`config.mk`:
```
export PLATFORM = sky130hd
export DESIGN_NAME = toggle_hs_receiver
export DESIGN_NICKNAME = d
export VERILOG_FILES = /design/src/rtl/toggle_hs_pkg.sv /design/src/rtl/tgl_sync_edge.sv /design/src/rtl/toggle_hs_receiver.sv
export SDC_FILE = /design/constraint.sdc
export NUM_CORES = 1
export LEC_CHECK = 0
export ABC_AREA = 1
export CORE_MARGIN = 8
export CORE_UTILIZATION = 35
export DETAILED_ROUTE_END_ITERATION = 6
export PLACE_DENSITY_LB_ADDON = 0.05
export SLEW_MARGIN = 20
export SYNTH_ARGS = -nofsm -noshare
export SYNTH_HDL_FRONTEND = slang
export SYNTH_SLANG_ARGS = --single-unit
```
`constraint.sdc`:
```
create_clock -name i_clk -period 0.85 [get_ports i_clk]
set_input_delay 0.085 -clock i_clk [delete_from_list [all_inputs] [get_ports i_clk]]
set_output_delay 0.085 -clock i_clk [all_outputs]
set_load 0.1 [all_outputs]
```
`src/rtl/toggle_hs_pkg.sv`:
```
// Shared types and defaults for the toggle handshake receiver and its synchroniser.
package toggle_hs_pkg;

  typedef enum logic {
    IDLE = 1'b0,
    HOLD = 1'b1
  } hs_state_e;

  localparam int   DATA_W_DEF      = 8;
  localparam int   SYNC_STAGES_DEF = 2;
  localparam logic TGL_RST_LVL     = 1'b0;

endpackage

```
`src/rtl/tgl_sync_edge.sv`:
```
// Toggle synchroniser: SYNC_STAGES flop chain plus a previous-level flop for edge detection.
// Usable on either side of a two-phase handshake (req or ack return path).
module tgl_sync_edge
  import toggle_hs_pkg::*;
#(
  parameter int SYNC_STAGES = SYNC_STAGES_DEF
) (
  input  logic i_clk,
  input  logic i_rst_n,
  input  logic i_tgl,
  output logic o_tgl_s,
  output logic o_edge
);

  logic [SYNC_STAGES-1:0] r_sync;
  logic                   r_prev;

  always_ff @(posedge i_clk or negedge i_rst_n) begin
    if (!i_rst_n) begin
      r_sync <= {SYNC_STAGES{TGL_RST_LVL}};
      r_prev <= TGL_RST_LVL;
    end else begin
      r_sync <= {r_sync[SYNC_STAGES-2:0], i_tgl};
      r_prev <= r_sync[SYNC_STAGES-1];
    end
  end

  assign o_tgl_s = r_sync[SYNC_STAGES-1];
  assign o_edge  = r_sync[SYNC_STAGES-1] ^ r_prev;

endmodule

```
`src/rtl/toggle_hs_receiver.sv`:
```
// Receiving end of a two-phase req/ack handshake, presenting words on valid/ready.
// Optional sticky protocol-violation flag built only when TOGGLE_HS_PROTO_ERR_EN is defined.
module toggle_hs_receiver
  import toggle_hs_pkg::*;
#(
  parameter int DATA_W      = DATA_W_DEF,
  parameter int SYNC_STAGES = SYNC_STAGES_DEF
) (
  input  logic              i_clk,
  input  logic              i_rst_n,
  input  logic              i_req_tgl,
  input  logic [DATA_W-1:0] i_data_in,
  output logic              o_ack_tgl,
  output logic [DATA_W-1:0] o_data_out,
  output logic              o_valid,
  input  logic              i_ready,
  output logic              o_busy,
  output logic              o_proto_err
);

  logic              w_req_edge;
  logic              w_unused_req_s;
  hs_state_e         r_state;
  logic              r_ack;
  logic              r_valid;
  logic              r_busy;
  logic [DATA_W-1:0] r_data;

  tgl_sync_edge #(
    .SYNC_STAGES(SYNC_STAGES)
  ) u_req_sync (
    .i_clk  (i_clk),
    .i_rst_n(i_rst_n),
    .i_tgl  (i_req_tgl),
    .o_tgl_s(w_unused_req_s),
    .o_edge (w_req_edge)
  );

  // data_out only changes on the IDLE->HOLD capture; an edge seen in HOLD is dropped.
  always_ff @(posedge i_clk or negedge i_rst_n) begin
    if (!i_rst_n) begin
      r_state <= IDLE;
      r_ack   <= TGL_RST_LVL;
      r_valid <= 1'b0;
      r_busy  <= 1'b0;
      r_data  <= '0;
    end else begin
      case (r_state)
        IDLE: begin
          if (w_req_edge) begin
            r_data  <= i_data_in;
            r_valid <= 1'b1;
            r_busy  <= 1'b1;
            r_state <= HOLD;
          end
        end
        HOLD: begin
          if (i_ready) begin
            r_valid <= 1'b0;
            r_busy  <= 1'b0;
            r_ack   <= ~r_ack;
            r_state <= IDLE;
          end
        end
        default: begin
          r_valid <= 1'b0;
          r_busy  <= 1'b0;
          r_state <= IDLE;
        end
      endcase
    end
  end

`ifdef TOGGLE_HS_PROTO_ERR_EN
  logic r_proto_err;

  always_ff @(posedge i_clk or negedge i_rst_n) begin
    if (!i_rst_n) begin
      r_proto_err <= 1'b0;
    end else if ((r_state == HOLD) && w_req_edge) begin
      r_proto_err <= 1'b1;
    end
  end

  assign o_proto_err = r_proto_err;
`else
  assign o_proto_err = 1'b0;
`endif

  assign o_ack_tgl  = r_ack;
  assign o_valid    = r_valid;
  assign o_busy     = r_busy;
  assign o_data_out = r_data;

endmodule

```
==> results of run 1 <==
==> cell type report <==
class	count	area, um2	area share (%)
timing repair buffer	32	437.9	40.42
inverter	3	11.26	1.039
clock buffer	4	26.28	2.425
tap	16	20.02	1.848
multi-input combinational	34	200.2	18.48
sequential	14	387.9	35.80
==> power groups by stage <==
| stage | clock network [W] | registers (W) | logic [W] |
|---|---|---|---|
| floorplan | 0 | 0.00216 | 0.000392 |
| global placement | 0 | 0.00114 | 0.00231 |
| detailed placement | 0 | 0.00114 | 0.00232 |
| CTS | 0.000406 | 0.00112 | 0.00239 |
| global route | 0.000442 | 0.00115 | 0.00247 |
| finish | 0.000386 | 0.00112 | 0.00239 |
==> Yosys cell counts, drive strengths merged <==
master,n
o21ai,1
conb,1
dfrtp,14
xnor2,1
buf,2
inv,3
nand4,8
nand3,1
nand2,21
==> final timing paths <==
| check | cells after the start | endpoint | from | slack [ns] |
|---|---|---|---|---|
| setup reg to reg | 5 | o_data_out[0]$_DFFE_PN0P_ | u_req_sync.r_sync[1]$_DFF_PN0_ | -0.12 |
| hold / removal | 2 | u_req_sync.r_prev$_DFF_PN0_ | i_rst_n | 0.13 |
| setup / recovery | 1 | o_valid | o_busy$_DFFE_PN0P_ | -0.20 |
| hold reg to reg | 0 | u_req_sync.r_sync[1]$_DFF_PN0_ | u_req_sync.r_sync[0]$_DFF_PN0_ | 0.35 |
| max in group asynchronous | 2 | o_busy$_DFFE_PN0P_ | i_rst_n | 0.59 |
| min in group i_clk | 1 | u_req_sync.r_sync[0]$_DFF_PN0_ | i_req_tgl | 0.25 |
==> metal layers <==
layer | wire (um) | global-route usage [%] | vias to the layer above
li1 | - | - | 244
met1 | 578 | 10.59 | 228
met2 | 637 | 13.46 | 16
met3 | 80 | 3.425 | 2
met4 | 7 | 4.225 | 0
met5 | 0 | 0 | -
==> state kept, by name, indices dropped and copies added, names as in the netlist <==
name and flops:
o_data_out 8, o_ack_tgl 1, u_req_sync.r_prev 1, o_busy 1
u_req_sync.r_sync 2, r_state 1
==> stage by stage <==
step           power (W)  setup TNS, ns  instance area [um2]  hold slack [ns]  cells
2_1_floorplan   0.002548        -0.4210                605.6          -0.2106     52
3_3_place_gp    0.003447        -0.6831                 1013           0.3396     96
3_5_place_dp    0.003456         -1.188                 1013           0.3347     96
4_1_cts         0.003919         -3.123                 1080           0.1249    103
5_1_grt         0.004064         -3.818                 1084           0.1131    103
6_report        0.003898         -2.955                 1084           0.1321    103
==> repair_timing <==
item,4_1_cts,5_1_grt
resized for setup,3,1
setup endpoints to repair,21,22
cloned,1,0
setup buffers,2,0
==> cell families (layout without fill, tap and decap cells) <==
logic type / count (synthesis) / after routing / synth area share (%)
other: 1 / 1 / 0.6812
AO/OA/AOI/OAI: 1 / 1 / 0.9082
buffers and inverters: 5 / 39 / 4.772
AND/OR/NAND/NOR: 30 / 31 / 28.41
XOR/XNOR: 1 / 1 / 1.591
flip-flops: 14 / 14 / 63.64
==> impl_metrics.toml, run 1 <==
[outcome]
status = "complete, but fails checks"
violations = "negative setup slack"

[synthesis]
synth-seq-area-share_pct = 63.64
synth_top_area_share_pct = 63.64
synth_cell_types = 12
syn_inst = 52
synth_area_per_cell_um2 = 10.59
ys_warn_count = 0
synth_nets = 64
synth_seq_cells = 14
syn_area_um2 = 550.5
ys_top_cells_by_area = "dfrtp_1, nand2_1, nand4_1, nand3_4, buf_4"
synth_top_area_cell = "dfrtp_1"

[cells_and_area]
final_common_cell = "nand2_1"
fill_cells = 116
layout.nets = 100
postLayoutCoreUtil_pct = 72.77
insertedDiodeCount = 0
synthToLayoutAreaGrowth_pct = 96.82
layout-drive-gt1-share_pct = 48.28
layout_common_cells = "nand2_1, buf_12, clkdlybuf4s50_1"

[power_and_ir_drop]
clkPwrFrac_pct = 9.9
power_density_nw_per_um2 = 3597
p_leak_nw = 0.4980
pwr-share-comb_pct = 61.3
power_switching_w = 0.001909
vdd_drop_max_uv = 2298
p_int_w = 0.001989
switching_share_pct = 48.98
seqPwrFrac_pct = 28.8

[global_route]
grt_pass1_vias = 534
overflow = 0
grt_usage_pct = 8.860
antenna_found_initial = 0
grt_max_degree = 15
grt_pass1_wl_um = 2332

[drt]
vias = 490
drc = 0
viasPerCell = 4.757
wl_per_cell_um = 12.66
wl_um = 1304
antenna_left = 0
drtIter0Drc = 2
firstDrtPassIters = 3

[timing]
fin_crit_ns = 1.047
slew_viol_final = 0
fmaxAchievable_mhz = 954.7
skew_ns = 0.001228
hold_violations = 0
setup_viol = 21
rsz0062_at_grt = "true"
fin_crit_sh_pct = 123.2
worst_slack_ns = -0.1974

[cts]
numCtsBuffers = 3
max-clock-path-buffers = 2
cts.sinks = 14
htreeDepth = 1
clkTransAtPathRegs_ns = 0.08
cts_tree = "yes"
worstSkewPairLatency_ns = 0.27
cts_hold_buf = 0
root_buffer = "clkbuf_4"

[die]
placeableCoreArea_um2 = 1489
rows = 14
start_util_pct = 36.97
ioPinCount = 24
die-height_um = 55.66
dieArea_um2 = 3098
die_width_um = 55.66

[critical_path]
path_max_fanout = 3
crit_family = "flip-flops"
end_kind = "primary output"
critPathKind = "flop to primary output"
worstSetupStartpointType = "flop"
path_buf_inv = 1
cpPeakStageDelay_ns = 0.51
critPathSlowestCell = "dfrtp_4"
crit_arrival_ns = 0.96
crit_chain = "buf_12"
cp.required_ns = 0.76

[placed_design]
dp_hpwl_um = 1027
pre_cts_slack_ns = -0.1363
portBuffers = 22
gp_congestion = 0.6944

[run]
maxCapViolCount = 0

[min_path]
hp-class = "input pin to asynchronous set/reset pin"
No activity file was read; power rests on OpenSTA's default activity.
==> run 2, diff against run 1 <==
--- a/config.mk
+++ b/config.mk
@@ -9,6 +9,7 @@
 export CORE_MARGIN = 8
 export CORE_UTILIZATION = 35
 export DETAILED_ROUTE_END_ITERATION = 6
+export GPL_TIMING_DRIVEN = 0
 export PLACE_DENSITY_LB_ADDON = 0.05
 export SLEW_MARGIN = 20
 export SYNTH_ARGS = -nofsm -noshare
==> run 2 against run 1 <==
Against the previous run:
- the flow still finishes with violations (negative setup slack)
- via count down 1.0%
- critical endpoint unchanged
- global-route usage up 1.4 points
- clock-buffer cell count unchanged
- critical path type unchanged
- largest power group unchanged
- clock skew up 0.0050 ns
- wire length up 11%
- utilization down 0.67 points
- power up 4.0%
==> impl_metrics.toml, run 2 (synthesized netlist as in run 1, its figures left out) <==
[drt]
antenna_left = 0
wl_um = 1450
vias = 485
drc = 0
drtIter0Drc = 8
viasPerCell = 4.899
wl_per_cell_um = 14.65
firstDrtPassIters = 2

[timing]
fin_crit_ns = 1.168
max-slew-margin-rel_pct = 58.85
worst_pin_slew_ns = 0.6153
worst_slack_ns = -0.3182
skew_ns = 0.006265
slew_viol_final = 0
rsz0062_at_grt = "true"
fmaxAchievable_mhz = 856.0
setup_viol = 21
fin_crit_sh_pct = 137.4
fin_tns_setup_ns = -3.596
hold_violations = 0

[die]
ioPinCount = 24
placeableCoreArea_um2 = 1489
die-height_um = 55.66
start_util_pct = 36.97
rows = 14
dieArea_um2 = 3098
die_width_um = 55.66

[cells_and_area]
synthToLayoutAreaGrowth_pct = 95.00
layout_common_cells = "buf_12, clkdlybuf4s50_1, nand2_2, dfrtp_4, nand2_1"
layout.nets = 96
layout-drive-gt1-share_pct = 59.04
largest_reg_flops = 8
fill_cells = 111
insertedDiodeCount = 0

[placed_design]
portBuffers = 22
dp_hpwl_um = 946.5
gp_congestion = 0.6630

[critical_path]
r2r_start = "u_req_sync.r_sync[1]$_DFF_PN0_"
end_kind = "primary output"
path_max_fanout = 3
cp.required_ns = 0.76
r2r-end = "o_data_out[5]$_DFFE_PN0P_"
worstSetupStartpointType = "flop"
worst-r2r-cell-count = 5
reg2reg_setup_slack_ns = -0.15
crit_arrival_ns = 1.08
critPathKind = "flop to primary output"

[cts]
cts_hold_buf = 0
htreeDepth = 1
worstSkewPairLatency_ns = 0.29
clkTransAtPathRegs_ns = 0.09
numCtsBuffers = 3
root_buffer = "clkbuf_4"
cts.sinks = 14
cts_tree = "yes"
max-clock-path-buffers = 2

[global_route]
grt_pass1_vias = 547
overflow = 0
grt_pass1_wl_um = 2573
grt_usage_pct = 10.28
grt_max_degree = 15
antenna_found_initial = 0

[outcome]
status = "complete, but fails checks"
violations = "negative setup slack"

[power_and_ir_drop]
p_leak_nw = 0.4808
power_switching_w = 0.001988
seqPwrFrac_pct = 28.1
power_density_nw_per_um2 = 3774
pwr-share-comb_pct = 59.6
clkPwrFrac_pct = 12.3
switching_share_pct = 49.06
p_int_w = 0.002064
vdd_drop_max_uv = 2025
p_total_w = 0.004052

[min_path]
hp-class = "input pin to asynchronous set/reset pin"

[run]
maxCapViolCount = 0
[run 2: cell count changes in the layout (fill, tap and decap cells not counted), sizes merged]
cell,delta
buf,-4
[run 2: routing by layer]
layer,vias to the layer above,share of wire (%),GRT usage [%]
met4,0,1.9,5.282
met3,3,8.2,4.566
met5,-,0,0
met1,229,43,11.35
li1,234,-,-
met2,19,47,16.19
[run 2: worst max-delay path, stage by stage (launching register included)]
cell and delay (ns):
dfrtp_4 0.51, buf_12 0.13, buf_12 0.15
[run 2: final cells by class]
class                      instances  area (um2)  area share, %
sequential                        14       387.9          36.13
timing repair buffer              26       362.8          33.80
tap                               16       20.02          1.865
inverter                           3       13.76          1.282
clock buffer                       4       36.28          3.380
multi-input combinational         34       225.2          20.98
buffer                             2       27.53          2.564
[run 2: worst max path at each step]
stage	slack (ns)	depth (start not counted)	from	endpoint
after floorplan	-0.07	1	o_busy$_DFFE_PN0P_	o_valid
after global placement	-0.86	2	o_busy$_DFFE_PN0P_	o_valid
after detailed placement	-0.86	2	o_busy$_DFFE_PN0P_	o_valid
after CTS	-0.32	2	o_busy$_DFFE_PN0P_	o_valid
after global routing	-0.35	2	o_busy$_DFFE_PN0P_	o_valid
final	-0.32	2	o_busy$_DFFE_PN0P_	o_valid
[run 2: timing repair]
action                     CTS  global route
gates cloned                 1             0
pin swaps                    2             5
setup endpoints to repair   21            22
buffers inserted             4             0
gates resized for setup    102            11
[run 2: power by group through the flow]
stage	combinational [W]	sequential (W)	clock, W
after floorplan	0.000392	0.00216	0
after detailed placement	0.00195	0.00105	0
final	0.00242	0.00114	0.000499
after global routing	0.00250	0.00117	0.000545
after CTS	0.00237	0.00111	0.000505
after global placement	0.00193	0.00104	0
[run 2: metrics by stage]
stage               hold slack (ns)  util, %  area [um2]  cells  setup WS, ns
CTS                          0.1976    70.08        1044     99       -0.3232
finish                       0.1736    72.10        1074     99       -0.3182
detailed placement           0.3497    56.81       845.8     90       -0.8644
global placement             0.3348    56.81       845.8     90       -0.8618
global route                 0.2323    72.10        1074     99       -0.3487
floorplan                   -0.2106        -       605.6     52      -0.06737
